### config.mk
export PLATFORM = sky130hd
export DESIGN_NAME = bch_decode_ctrl
export DESIGN_NICKNAME = d
export VERILOG_FILES = /design/src/rtl/bch_decode_ctrl.sv
export SDC_FILE = /design/constraint.sdc
export NUM_CORES = 1
export LEC_CHECK = 0
export ABC_AREA = 1
export BUFFER_PORTS_ARGS = -buffer_cell sky130_fd_sc_hd__buf_2
export CORE_AREA = 2 2 166 168
export CTS_CLUSTER_SIZE = 16
export DETAILED_ROUTE_END_ITERATION = 10
export DIE_AREA = 0 0 168 170
export PLACE_DENSITY = 0.58
export SLEW_MARGIN = 15
export SYNTH_ARGS = -nofsm -noshare
export SYNTH_HDL_FRONTEND = slang
export SYNTH_SLANG_ARGS = --single-unit
### constraint.sdc
create_clock -name I_clk -period 1.3 [get_ports I_clk]
set_clock_uncertainty 0.1 [all_clocks]
set_input_delay 0.13 -clock I_clk [delete_from_list [all_inputs] [get_ports I_clk]]
set_output_delay 0.13 -clock I_clk [all_outputs]
set_load 0.03 [all_outputs]
### src/rtl/bch_decode_ctrl.sv
// Sequencing controller for the BCH decoder: syndrome -> ELP -> Chien search -> result check.
// Optional: define BCH_ZERO_SYN_BYPASS_EN to skip ELP/Chien for all-zero syndromes.
module bch_decode_ctrl #(
  parameter int unsigned C_INDWIDTH = 31,
  parameter int unsigned C_ERR_NUM  = 4,
  parameter int unsigned C_ELP_LAT  = 4,
  parameter int unsigned C_CODE_LEN = 127
) (
  input  logic                                  I_clk,
  input  logic                                  I_rst_n,
  input  logic                                  I_start,
  output logic                                  O_ready,
  output logic                                  O_syn_start,
  input  logic                                  I_syn_done,
  input  logic [C_INDWIDTH*C_ERR_NUM-1:0]       I_syndromes,
  output logic [C_INDWIDTH*C_ERR_NUM-1:0]       O_syndromes,
  output logic                                  O_syndromes_v,
  input  logic [C_INDWIDTH*(C_ERR_NUM+1)-1:0]   I_elp,
  output logic                                  O_chien_load,
  output logic                                  O_chien_en,
  output logic [$clog2(C_CODE_LEN)-1:0]         O_bit_idx,
  input  logic                                  I_chien_hit,
  output logic                                  O_done,
  output logic [$clog2(C_ERR_NUM+2)-1:0]        O_err_cnt,
  output logic                                  O_fail
);

  localparam int unsigned SYN_W = C_INDWIDTH * C_ERR_NUM;
  localparam int unsigned IDX_W = $clog2(C_CODE_LEN);
  localparam int unsigned CNT_W = $clog2(C_ERR_NUM + 2);
  localparam int unsigned LAT_W = $clog2(C_ELP_LAT + 1);
  localparam logic [IDX_W-1:0] LAST_IDX = IDX_W'(C_CODE_LEN - 1);
  localparam logic [CNT_W-1:0] HIT_MAX  = CNT_W'(C_ERR_NUM + 1);

`ifdef BCH_ZERO_SYN_BYPASS_EN
  localparam bit ZERO_SYN_BYPASS = 1'b1;
`else
  localparam bit ZERO_SYN_BYPASS = 1'b0;
`endif

  typedef enum logic [2:0] {
    ST_IDLE, ST_SYN, ST_ELP, ST_LOAD, ST_SEARCH, ST_CHECK, ST_DONE
  } state_t;

  state_t             state, state_nxt;
  logic [LAT_W-1:0]   lat_cnt, lat_nxt;
  logic [IDX_W-1:0]   idx_nxt;
  logic [CNT_W-1:0]   hit_cnt, hit_nxt;
  logic [CNT_W-1:0]   deg, deg_nxt, deg_c;
  logic [SYN_W-1:0]   syn_nxt;
  logic [CNT_W-1:0]   err_nxt;
  logic               fail_nxt;
  logic               syn_start_nxt;
  logic               syn_v_nxt;
  logic               bypass_c;

  assign bypass_c = ZERO_SYN_BYPASS && (I_syndromes == '0);

  // Locator degree: highest nonzero coefficient index.
  always_comb begin
    deg_c = '0;
    for (int i = 0; i <= int'(C_ERR_NUM); i++) begin
      if (I_elp[i*C_INDWIDTH +: C_INDWIDTH] != '0) deg_c = CNT_W'(i);
    end
  end

  // Next-state and next-output decode.
  always_comb begin
    state_nxt     = state;
    lat_nxt       = lat_cnt;
    idx_nxt       = O_bit_idx;
    hit_nxt       = hit_cnt;
    deg_nxt       = deg;
    syn_nxt       = O_syndromes;
    err_nxt       = O_err_cnt;
    fail_nxt      = O_fail;
    syn_start_nxt = 1'b0;
    syn_v_nxt     = 1'b0;
    case (state)
      ST_IDLE: begin
        if (I_start) begin
          state_nxt     = ST_SYN;
          syn_start_nxt = 1'b1;
          err_nxt       = '0;
          fail_nxt      = 1'b0;
          hit_nxt       = '0;
        end
      end
      ST_SYN: begin
        if (I_syn_done) begin
          syn_nxt = I_syndromes;
          if (bypass_c) begin
            state_nxt = ST_DONE;
          end else begin
            state_nxt = ST_ELP;
            syn_v_nxt = 1'b1;
            lat_nxt   = LAT_W'(C_ELP_LAT - 1);
          end
        end
      end
      ST_ELP: begin
        if (lat_cnt == '0) state_nxt = ST_LOAD;
        else               lat_nxt   = lat_cnt - LAT_W'(1);
      end
      ST_LOAD: begin
        deg_nxt   = deg_c;
        idx_nxt   = '0;
        state_nxt = ST_SEARCH;
      end
      ST_SEARCH: begin
        if (I_chien_hit && (hit_cnt != HIT_MAX)) hit_nxt = hit_cnt + CNT_W'(1);
        if (O_bit_idx == LAST_IDX) begin
          idx_nxt   = '0;
          state_nxt = ST_CHECK;
        end else begin
          idx_nxt = O_bit_idx + IDX_W'(1);
        end
      end
      ST_CHECK: begin
        err_nxt   = hit_cnt;
        fail_nxt  = (hit_cnt != deg) || ((deg == '0) && (O_syndromes != '0));
        state_nxt = ST_DONE;
      end
      ST_DONE: state_nxt = ST_IDLE;
      default: state_nxt = ST_IDLE;
    endcase
  end

  // State, counters and registered outputs.
  always_ff @(posedge I_clk or negedge I_rst_n) begin
    if (!I_rst_n) begin
      state         <= ST_IDLE;
      lat_cnt       <= '0;
      hit_cnt       <= '0;
      deg           <= '0;
      O_ready       <= 1'b1;
      O_syn_start   <= 1'b0;
      O_syndromes   <= '0;
      O_syndromes_v <= 1'b0;
      O_chien_load  <= 1'b0;
      O_chien_en    <= 1'b0;
      O_bit_idx     <= '0;
      O_done        <= 1'b0;
      O_err_cnt     <= '0;
      O_fail        <= 1'b0;
    end else begin
      state         <= state_nxt;
      lat_cnt       <= lat_nxt;
      hit_cnt       <= hit_nxt;
      deg           <= deg_nxt;
      O_ready       <= (state_nxt == ST_IDLE);
      O_syn_start   <= syn_start_nxt;
      O_syndromes   <= syn_nxt;
      O_syndromes_v <= syn_v_nxt;
      O_chien_load  <= (state_nxt == ST_LOAD);
      O_chien_en    <= (state_nxt == ST_SEARCH);
      O_bit_idx     <= idx_nxt;
      O_done        <= (state_nxt == ST_DONE);
      O_err_cnt     <= err_nxt;
      O_fail        <= fail_nxt;
    end
  end

endmodule

# --- After elaboration in Yosys (flattened, before gate mapping) ---
# Cells that the tools add are included.
op_classes:
  n_addsub: 3
  n_eq_ne: 15
  n_mux: 24
  n_reduce_logical: 20
ops:
  columns: ["op", "count"]
  rows:
  - ["nonzero test 124 bit", 1]
  - ["nonzero test 31 bit", 4]
  - ["2-to-1 mux 3 bit", 9]
  - ["one-hot mux 3 bit (2 select lines)", 3]
  - ["one-hot mux 3 bit (6 select lines)", 1]
  - ["one-hot mux 7 bit (2 select lines)", 1]
  - ["== test 3 bit, second input constant", 4]
  - ["zero test 3 bit", 4]
  - ["== test 3 x 2 -> 1 bit, second input constant", 3]
  - ["inequality test 2 bit, second input constant", 4]
  - ["nonzero test 2 bit", 4]
  - ["adder 7 x 1 -> 7 bit, second input constant", 1]
  - ["== test 7 bit, second input constant", 1]
  - ["2-to-1 mux 7 bit", 1]
  - ["2-to-1 mux 1 bit", 6]
  - ["AND reduction 3 bit", 2]
  - ["2-to-1 mux 2 bit", 2]
  - ["AND reduction 2 bit", 2]
  - ["adder 3 x 1 -> 3 bit, second input constant", 1]
  - ["== test 3 x 1 -> 1 bit, second input constant", 1]
  - ["inequality test 3 bit", 1]
  - ["inequality test 3 bit, second input constant", 1]
  - ["subtractor 3 x 1 -> 3 bit, second input constant", 1]
  - ["logical AND 1 bit", 2]
  - ["other kinds (2)", 2]
word_totals:
  regBits: 153
  out_inout_bits: 141

# --- Depth between registers and ports, before layout ---
# Gate-level depths: netlist (run 1).
depth:
  ltp_word: 5
  ltp_mapped: 10
  ltp_nobuf: 10

# --- Worst setup path before layout (run 1) ---
# OpenSTA, ideal clock, no wires.
synth_path:
  path_type: "reg-to-reg"
  from: "register O_bit_idx[0]"
  to: "register O_bit_idx[2]"
  arrival_ns: 1.278
  required_time_ns: 1.124
  setup_slack_ns: -0.154
  path_stages_with_launch: 8
  path_buffers: 0
  synth_period_minus_slack_ns: 1.454
  path_cell_list: "dfrtp_1 -> inv_1 -> ha_1 -> nand2_1 -> nor2_1 -> nor2_1 -> inv_1 -> o21ai_1"
synth_via:
  elab_chain_cells: 3
  elab_cells_between_ends: 4
  classes_between: "add/sub: 1; eq/ne: 1; mux: 2"
synth_lines:
  columns: ["element", "line", "rtl"]
  rows:
  - ["start, declared", "21", "output logic [$clog2(C_CODE_LEN)-1:0] O_bit_idx,"]
  - ["start signal, assigned", "157", "O_bit_idx <= idx_nxt;"]
  - ["adder 7 x 1 -> 7 bit / == test 7 bit (equally long branches)", "116, 112", null]
  - ["2-to-1 mux 7 bit (*)", "112", "if (O_bit_idx == LAST_IDX) begin"]
  - ["one-hot mux 7 bit (2 select lines) (*)", "79", "case (state)"]
# Mark *: on every way between the ends. The rest lies on a longest branch, timed or not.
# A chain may end at the register's enable or synchronous reset.

# --- Final worst setup path (run 1) ---
layout_path:
  from: "register state[2]"
  to: "register O_syndromes[119]"
layout_via:
  elab_chain_cells: 2
layout_lines:
  columns: ["element", "line", "rtl"]
  rows:
  - ["start, declared", "45", "state_t state, state_nxt;"]
  - ["start signal, assigned", "147", "state <= state_nxt;"]
  - ["== test 3 x 1 -> 1 bit", "79", null]
  - ["AND reduction 2 bit (no source line)", null, null]
  - ["end signal, assigned", "153", "O_syndromes <= syn_nxt;"]
  - ["end, declared", "16", "output logic [C_INDWIDTH*C_ERR_NUM-1:0] O_syndromes,"]
# No other way between the ends.

==> results by group, run 1 <==
Job
  – Number of max-cap violations: 0

Clock network
  – CTS tree: done
  – H-tree depth: 4
  – CTS Root Cell: clkbuf_16
  – Clk pin slew, worst setup/hold paths: approximately 0.07 ns
  – Clock buffer count from CTS: 17
  – Worst-Skew Late Latency: 0.43 ns
  – Clk buf depth: 2
  – Clock sink count: 153

Global routing
  – Vias in the first global route: a little under 9000
  – Tot GR Track Use: 19.7%
  – Grt total ovfl: 0
  – First-pass GRT wire length: between 40000 and 50000 um
  – Largest net degree at the start of global routing: 51
  – Initial antenna violation count: 0

Critical path
  – Worst Path Buf+Inv: 5
  – Most used cell, CP: buf_12
  – Worst Path Max Fanout: 8
  – Kind of critical path: reg -> reg
  – Crit-path leading delay family: buffers and inverters
  – CP Launch Type: flip-flop
  – Crit path largest cell delay: 0.41 ns
  – Worst Path Arrival: around 1.9 ns
  – Cell chain of the critical path: inv_2 -> nand2_2 -> nor2_4 -> buf_12 -> buf_12 -> buf_12 -> buf_12 -> nand2_2 -> o21ai_1
  – CP max stage cell: dfrtp_1
  – Critical Path End Type: flip-flop
  – Req. time, crit path: 1.54 ns
  – R2r setup slk: -0.37 ns

STA
  – Final Max Tran Viols: 0
  – Least-Margin Pin Slew: 0.374 ns
  – Final setup viols: 257
  – Slew margin rel.: 74.8%
  – Maximum clock rate: about 600 MHz
  – Worst Setup Slack, final: -0.365 ns
  – Unrepaired setup endpoints after global routing: true
  – Crit path time final: approximately 1.7 ns
  – Fin crit share: 128%
  – Hold Violations, Final: 0

Yosys
  – Syn nets: roughly 1200
  – Unique masters post-synth: 30
  – Mean Syn Cell Area: ~7.9 sq um
  – Synthesized area: 6810 sq um
  – YS warnings: 0
  – Yosys reg bits: 153
  – Ys async rst share: 100%
  – Post-synth EDFFs: 0
  – Ys flop type: dfrtp_1
  – Register area share after synthesis: about 56%
  – Cells after synthesis: 860

Floorplanning
  – Initial Utilization: around 26%
  – DIE HEIGHT: around 170 um
  – Die ar.: about 29000 sq um
  – Die width: between 150 and 200 um
  – Core Rows: 60
  – Io pins: between 400 and 500
  – Core outline area: 26700 sq um

Placement
  – PortBufs: 393
  – Post-Place Cells: around 1700
  – Hpwl dp: roughly 20000 um
  – DP Worst Slack: -0.517 ns
  – GP Congestion: between 0.8 and 0.9

Finish
  – Fin util: 51.3%
  – Diode count: 0
  – Area Growth Syn to Fin: 101%
  – Non-Filler Instances: roughly 1900
  – Commonest non-fill, non-tap cell in the layout: buf_2
  – Most frequent cells in the layout: 379 x buf_2, 341 x nand2_1, 129 x dlygate4sd3_1
  – Layout cells sized above 1: 53.5%
  – Nets@finish: between 1500 and 2000

Detailed routing
  – Routed vias/inst: between 4 and 5
  – Total wire length: approximately 30000 um
  – Post-route ant nets: 0
  – DR WL/cell: roughly 16 um
  – DR vias: 8330
  – Iter 0 DRT Violations: about 350
  – Drt first pass iters: 4
  – # DRC: 0

Power and ir drop
  – PwrDens: 2200 nW/um^2
  – Worst ir drop on vdd: roughly 1.5 mV
  – Pleak: between 0.007 and 0.008 uW

Worst hold path
  – HP Class: in -> reg

Outcome
  – Run status: finished, violations left
  – Failing checks: setup timing
[tightest hold or removal path, stage by stage]
cell and delay [ns]:
buf_2 0.08, nor2_1 0.03, nand4_1 0.12, nor4_4 0.07, nor2_1 0.08
[cells in the mapped netlist, types with 2 or more instances]
cell        n  area [sq um]
nand2_1   422          1580
dfrtp_1   152          3800
nor2_1    120           450
inv_1      32           120
o21ai_0    21           105
nor4_1     17           106
buf_2      16          80.1
nand3_1    10          50.1
nand4_1     9          56.3
nor3_1      9          45.0
clkbuf_1    6          22.5
ha_1        6          75.1
inv_2       6          22.5
xor2_1      6          52.6
buf_4       4          30.0
nor2_2      3          18.8
a21oi_1     2          10.0
a22o_1      2          17.5
nand2_2     2          12.5
nand3b_1    2          15.0
o21ai_1     2          10.0
o22ai_1     2          12.5
xnor2_1     2          17.5
[flip-flops by register name (all words and copies together), names as in the netlist]
register,flops
O_syndromes,124
O_bit_idx,7
O_err_cnt,3
deg,3
hit_cnt,3
lat_cnt,3
state,3
O_chien_en,1
O_chien_load,1
O_done,1
O_fail,1
O_ready,1
O_syn_start,1
O_syndromes_v,1
[timing repair]
| action | CTS | global route |
|---|---|---|
| hold buffers | 129 | 0 |
| gates cloned | 9 | 11 |
| pin swaps | 26 | 48 |
| resized for setup | 102 | 134 |
| setup endpoints to repair | 258 | 267 |
| buffers inserted | 11 | 4 |
| hold endpoints to repair | 279 | 0 |
[power breakdown]
group | internal [uW] | switching (uW) | total, uW
clock network | 2550 | 2280 | 4830
logic | 7110 | 9780 | 16900
registers | 7010 | 1280 | 8290
[stage by stage]
step / hold WS [ns] / instance area (sq um) / power [uW] / setup TNS, ns
after global routing: 0.0355 / 13700 / 31900 / -59.64
after floorplan: -0.266 / 6980 / 15700 / -2.01
after CTS: 0.00460 / 13000 / 29000 / -41.35
after detailed placement: -0.102 / 10500 / 22200 / -24.51
final: 0.0247 / 13700 / 30000 / -40.10
after global placement: -0.103 / 10500 / 22100 / -22.28
[final timing paths]
path	start	end	cells after the start
max reg2reg	state[2]	O_syndromes[119]	9
min	I_elp[136]	deg[2]	5
min reg2reg	O_syndromes[15]	O_syndromes[15]	2
max in group asynchronous	I_rst_n	O_ready	3
max	state[2]	O_syndromes[119]	9
min in group asynchronous	I_rst_n	O_syndromes[72]	2
[logic make-up (layout without fill, tap and decap cells)]
kind of cell             count (synthesis)  count (layout)  synth area share [%]
AND/OR/NAND/NOR                        597             597                  35.0
flip-flops                             153             153                  56.2
buffers and inverters                   65             774                  4.21
AO/OA/AOI/OAI                           31              31                  2.48
XOR/XNOR                                 8               8                  1.03
adder cells (fa/ha/maj)                  6               6                  1.10
[metal layers]
metal / GRT usage (%) / up-vias / wire, um
met1: 23.9 / 3908 / 12800
met3: 5.26 / 52 / 1940
met5: 0 / - / 0
li1: - / 4076 / -
met2: 33.7 / 294 / 14600
met4: 7.15 / 0 / 731
[area by class of cell]
cell class                 count  area (sq um)
multi-input combinational    642          3200
sequential                   153          3950
inverter                      38           161
clock buffer                  18           439
fill                        2383         13000
clock inverter                14           115
tap                          341           427
timing repair buffer         704          5370
(Power assumes the default switching activity.)
==> run 2: changes to the inputs <==
Settings changed: ABC_CLOCK_PERIOD_IN_PS from default to 1300, GPL_TIMING_DRIVEN from default to 0.
==> run 2 against run 1 <==
The run still ends with setup timing left; clock power up 2%; non-clock buffer count down 111; combinational power down 21%; maximum frequency up 1.9%; wire length down 7.8%; register-to-register slack better by 0.03 ns; clock-buffer cell count down 1; design area down 8.9%; critical endpoint is now lat_cnt[1]; largest power group unchanged.
==> results by group, run 2 (synthesis results as in run 1) <==
Clock network
  – CTS tree: done
  – CTS Root Cell: clkbuf_16
  – Worst-Skew Late Latency: 0.43 ns (about the same)
  – Clk pin slew, worst setup/hold paths: 0.07 ns (about the same)
  – Clock sink count: 153 (unchanged)
  – H-tree depth: 4 (unchanged)
  – Clock buffer count from CTS: 17 (unchanged)
  – Clk buf depth: 2 (unchanged)

Critical path
  – Worst Path Arrival: 1.85 ns (-0.06 ns)
  – Critical Path End Type: flip-flop
  – Req. time, crit path: 1.52 ns (-0.02 ns)
  – CP Launch Type: flip-flop
  – Kind of critical path: reg -> reg
  – Worst Path Max Fanout: 8 (unchanged)

Power and ir drop
  – Worst ir drop on vdd: 1.30 mV (-15%)
  – Pleak: 0.00642 uW (-12%)
  – PwrDens: 2190 nW/um^2 (-0.13%)

STA
  – WHS: 0.0156 ns (-0.00907 ns)
  – Final setup viols: 155 (-40%)
  – Fin crit share: 126% (-2.4 points)
  – Hold Violations, Final: 0 (unchanged)
  – Final Max Tran Viols: 0 (unchanged)
  – Unrepaired setup endpoints after global routing: true
  – Slew margin rel.: 70.5% (-4.3 points)
  – Least-Margin Pin Slew: 0.443 ns (+0.0685 ns)
  – Worst Setup Slack, final: -0.334 ns (+0.0312 ns)
  – Crit path time final: 1.63 ns (-0.0312 ns)
  – Maximum clock rate: 612 MHz (+1.9%)

Worst hold path
  – HP Class: in -> reg

Finish
  – FF+latch area: 3950 sq um (about the same)
  – Most frequent cells in the layout: 369 x nand2_1, 350 x buf_2, 133 x dlygate4sd3_1
  – Non-Filler Instances: 1800 (-5.8%)
  – Largest register FFs: 124 (unchanged)
  – Commonest non-fill, non-tap cell in the layout: nand2_1
  – Fin util: 46.7% (-4.6 points)
  – FILL cells: 2522 (+5.8%)
  – Area Growth Syn to Fin: 82.6%
  – Reg with most FFs: O_syndromes
  – Layout cells sized above 1: 47.1% (-6.5 points)
  – Largest regs: O_syndromes: 124 flops, O_bit_idx: 7 flops
  – Area of the multi-input gates: 3010 sq um (-6.0%)
  – Nets@finish: 1735 (-6.0%)

Floorplanning
  – Initial Utilization: 25.6% (unchanged)
  – Io pins: 425 (unchanged)
  – Die ar.: 28600 sq um (unchanged)
  – Die width: 168 um (unchanged)
  – Core outline area: 26700 sq um (unchanged)
  – Core Rows: 60 (unchanged)
  – DIE HEIGHT: 170 um (unchanged)

Global routing
  – Initial antenna violation count: 1 (+1)
  – Largest net degree at the start of global routing: 81 (+59%)
  – First-pass GRT wire length: 42600 um (-3.1%)
  – Grt total ovfl: 0 (unchanged)
  – Tot GR Track Use: 19.3% (-0.43 points)
  – Vias in the first global route: 7987 (-7.6%)

Detailed routing
  – Post-route ant nets: 0 (unchanged)
  – Routed vias/inst: 4.31 (-1.2%)
  – Total wire length: 27700 um (-7.8%)
  – Drt first pass iters: 5 (+1)
  – DR vias: 7757 (-6.9%)
  – DR WL/cell: 15.4 um (-2.2%)
  – Iter 0 DRT Violations: 286 (-19%)
  – # DRC: 0 (unchanged)

Outcome
  – Run status: finished, violations left
  – Failing checks: setup timing

Placement
  – DP Worst Slack: -0.556 ns (-0.0389 ns)
  – PortBufs: 393 (unchanged)
  – GP Congestion: 0.853 (-1.8%)
  – Hpwl dp: 19800 um (+0.31%)
  – Post-Place Cells: 1595 (-7.2%)

Job
  – Number of max-cap violations: 0 (unchanged)
[run 2: cell count changes in the layout (fill, tap and decap cells not counted), sizes merged, moves of 2 or more]
cell         before  now
clkinv            8    3
inv              43   47
buf             564  447
dlygate4sd3     129  133
clkbuf           28   30
clkinvlp          1    3
[run 2: timing repair]
item	4_1_cts	5_1_grt
endpoints found under the hold margin	207	0
pin swaps	15	25
gates cloned	5	1
setup buffers	14	20
hold buffers	133	0
resized for setup	131	118
setup endpoints to repair	158	262
[run 2: final timing paths]
check | end | cells after the start | slack [ns] | startpoint
worst max-delay path | lat_cnt[1] | 10 | -0.33 | state[2]
worst min-delay path | deg[2] | 5 | 0.02 | I_elp[126]
worst max register to register | lat_cnt[1] | 10 | -0.33 | state[2]
worst min register to register | O_fail | 2 | 0.38 | O_fail
max in group asynchronous | O_syndromes[2] | 3 | 0.20 | I_rst_n
min in group asynchronous | O_syndromes[72] | 2 | 0.10 | I_rst_n
[run 2: power breakdown]
group          internal (uW)  switching [uW]  total [uW]  leakage (uW)
sequential              7040            1880        8920       0.00181
clock                   2560            2380        4940      0.000273
combinational           5040            8400       13400       0.00434
total                  14600           12700       27300       0.00642
[run 2: critical path, stage by stage, from the launching register on]
cell	delay, ns
dfrtp_1	0.41
inv_2	0.11
nand2_2	0.08
nor2_4	0.13
buf_12	0.12
inv_6	0.03
buf_12	0.11
buf_12	0.15
nand2_4	0.08
nor2_2	0.03
a31oi_1	0.17
[run 2: metrics by stage]
step	TNS [ns]	instance area, sq um	total power, uW
after floorplan	-2.01	6980	15700
after global placement	-463.12	9380	19600
after detailed placement	-52.93	9420	19800
after CTS	-43.59	12000	26500
after global routing	-55.20	12400	29100
final	-37.39	12400	27300
[run 2: metal layers]
metal	vias to the layer above	GRT usage [%]	share of wire (%)	wire [um]
met5	-	0	0	0
met4	0	6.47	2.1	568
met1	3624	24.3	44	12100
met2	249	32.2	48	13200
li1	3850	-	-	-
met3	34	5.02	6.4	1780
[run 2: layout make-up]
type,instances,share of cell area [%]
Multi-Input combinational cell,642,24.2
Clock buffer,17,3.42
Clock inverter,15,1.23
Buffer,27,2.73
Inverter,38,1.19
Sequential cell,153,31.7
Timing Repair Buffer,566,32.0
Antenna cell,1,0.0201
Tap cell,341,3.43
==> run 3: changes to the inputs <==
Settings changed: ABC_CLOCK_PERIOD_IN_PS 1300 to 2000, PLACE_DENSITY 0.58 to 0.56, REMOVE_ABC_BUFFERS from default to 1.
Clock period 1.3 ns to 2 ns, I/O delays scaled along.
==> run 3 against run 2 <==
Total power shrank 41%; largest cell class is now registers; global-route usage down 2.5 points; maximum frequency is 12% lower; clock power decreased by 33%; largest power group unchanged; clock-buffer cell count is 1 higher; via count fell by 3.8%; critical endpoint is now O_syndromes[119]; the run now ends clean; cell count is 3.3% lower.
==> results by group, run 3 (synthesis results as in run 1) <==
Detailed routing
  – Post-route ant nets: 0 (unchanged)
  – Routed vias/inst: 4.29 (-0.46%)
  – DR WL/cell: 14.1 um (-8.5%)
  – Iter 0 DRT Violations: 259 (-9.4%)
  – # DRC: 0 (unchanged)
  – DR vias: 7464 (-3.8%)
  – Total wire length: 24500 um (-12%)
  – Drt first pass iters: 4 (-1)

Power and ir drop
  – Worst ir drop on vdd: 0.688 mV (-47%)
  – PwrDens: 1430 nW/um^2 (-35%)
  – Pleak: 0.00614 uW (-4.4%)

STA
  – Slew margin rel.: 53.7% (-17 points)
  – Worst Setup Slack, final: 0.138 ns (+0.472 ns)
  – Hold Violations, Final: 0 (unchanged)
  – Unrepaired setup endpoints after global routing: false
  – Maximum clock rate: 537 MHz (-12%)
  – Crit path time final: 1.86 ns (+0.228 ns)
  – Final setup viols: 0 (-100%)
  – Fin crit share: 93.1% (-33 points)
  – Least-Margin Pin Slew: 0.693 ns (+0.250 ns)
  – Final Max Tran Viols: 0 (unchanged)

Placement
  – GP Congestion: 0.805 (-5.6%)
  – Post-Place Cells: 1573 (-1.4%)
  – PortBufs: 393 (unchanged)
  – Placed cell area: 9230 sq um (-2.0%)
  – DP Worst Slack: -0.573 ns (-0.0170 ns)
  – Hpwl dp: 17000 um (-14%)

Critical path
  – Crit. Startpoint: state[1]
  – Critical Path End Type: flip-flop
  – Req. time, crit path: 2.24 ns (+0.72 ns)
  – Worst Path Arrival: 2.10 ns (+0.25 ns)
  – Kind of critical path: reg -> reg
  – CP Launch Type: flip-flop
  – Worst Path Max Fanout: 38 (+30)
  – R2R depth: 8 (-2)
  – R2R Path Start: state[1]

Floorplanning
  – Core Rows: 60 (unchanged)
  – Core outline area: 26700 sq um (unchanged)
  – Die width: 168 um (unchanged)
  – Io pins: 425 (unchanged)
  – Die ar.: 28600 sq um (unchanged)
  – Initial Utilization: 25.6% (unchanged)
  – DIE HEIGHT: 170 um (unchanged)

Finish
  – Fin util: 42.0% (-4.6 points)
  – Area Growth Syn to Fin: 64.5%
  – Layout cells sized above 1: 32.5% (-15 points)
  – Nets@finish: 1676 (-3.4%)
  – Largest register FFs: 124 (unchanged)
  – Reg with most FFs: O_syndromes
  – Design area: 11200 sq um (-9.9%)
  – Most frequent cells in the layout: 422 x nand2_1, 392 x buf_2, 152 x dfrtp_1
  – Diode count: 0 (-1)
  – Commonest non-fill, non-tap cell in the layout: nand2_1
  – Non-Filler Instances: 1740 (-3.3%)
  – Largest regs: O_syndromes: 124 flops, O_bit_idx: 7 flops

Global routing
  – First-pass GRT wire length: 37800 um (-11%)
  – Largest net degree at the start of global routing: 79 (-2.5%)
  – Vias in the first global route: 7595 (-4.9%)
  – Initial antenna violation count: 0 (-1)
  – Grt total ovfl: 0 (unchanged)
  – Tot GR Track Use: 16.8% (-2.5 points)

Job
  – Number of max-cap violations: 0 (unchanged)

Worst hold path
  – Worst Hold Launch: I_syn_done
  – Hold Crit Depth: 4 (-1)
  – HP Class: in -> reg

Clock network
  – Worst-Skew Late Latency: 0.42 ns (about the same)
  – CTS tree: done
  – Clock sink count: 153 (unchanged)
  – CTS Root Cell: clkbuf_16
  – Clock buffer count from CTS: 17 (unchanged)
  – Clk buf depth: 2 (unchanged)
  – Clk pin slew, worst setup/hold paths: 0.07 ns (about the same)
  – H-tree depth: 4 (unchanged)

Outcome
  – Run status: complete, no violations
-- run 3: changes by cell type in the layout (fill, tap and decap cells not counted), sizes merged --
| cell | change |
|---|---|
| diode | -1 |
| nor2 | +1 |
| clkbuf | -12 |
| dlygate4sd3 | -6 |
| buf | -43 |
| bufbuf | +2 |
| clkinvlp | -3 |
| inv | +2 |
| clkinv | -1 |
| bufinv | +1 |
-- run 3: routing by layer --
metal | up-vias | share of wire [%] | track usage [%]
met4 | 0 | 2.9 | 6.43
met5 | - | 0 | 0
met2 | 288 | 52 | 32.3
met3 | 39 | 6.6 | 3.91
met1 | 3415 | 38 | 17.7
li1 | 3722 | - | -
-- run 3: final timing paths --
path	slack, ns	to
worst max-delay path	0.14	O_syndromes[119]
worst min-delay path	0.08	state[0]
worst max register to register	0.14	O_syndromes[119]
worst min register to register	0.38	O_fail
max in group asynchronous	0.72	O_ready
min in group asynchronous	0.23	O_syndromes[82]
-- run 3: area by class of cell --
cell class	instances	area (sq um)
clock buffer	18	439
clock inverter	14	153
fill	2684	15400
inverter	38	155
multi-input combinational	643	2700
sequential	153	3830
tap	341	427
timing repair buffer	533	3500
-- run 3: critical path, stage by stage, from the launching register on --
cell,delay (ns)
dfrtp_1,0.42
nor2_2,0.15
nand2_2,0.13
nor2_4,0.19
buf_4,0.14
buf_4,0.24
buf_12,0.23
nand2_1,0.07
o21ai_0,0.08
-- run 3: repair_timing --
action                                  in CTS  in global routing
gates resized for setup                      1                  2
pin swaps                                    1                  1
cloned                                       3                  0
hold endpoints to repair                   203                  0
setup buffers                                2                  3
hold buffers                               127                  0
endpoints found under the setup margin     119                 33
-- run 3: power by group --
group / switching (uW) / internal (uW) / total, uW
sequential: 1030 / 4420 / 5450
clock: 1510 / 1820 / 3330
combinational: 4990 / 2290 / 7280
total: 7530 / 8530 / 16100
-- run 3: through the flow --
step                      hold WS (ns)  setup TNS (ns)  total power [uW]
after global routing            0.0762               0             17100
after global placement           0.299         -749.32             12300
final                           0.0809               0             16100
after floorplan                 -0.196         -189.27              9900
after detailed placement         0.114          -34.59             12500
after CTS                       0.0646               0             16200
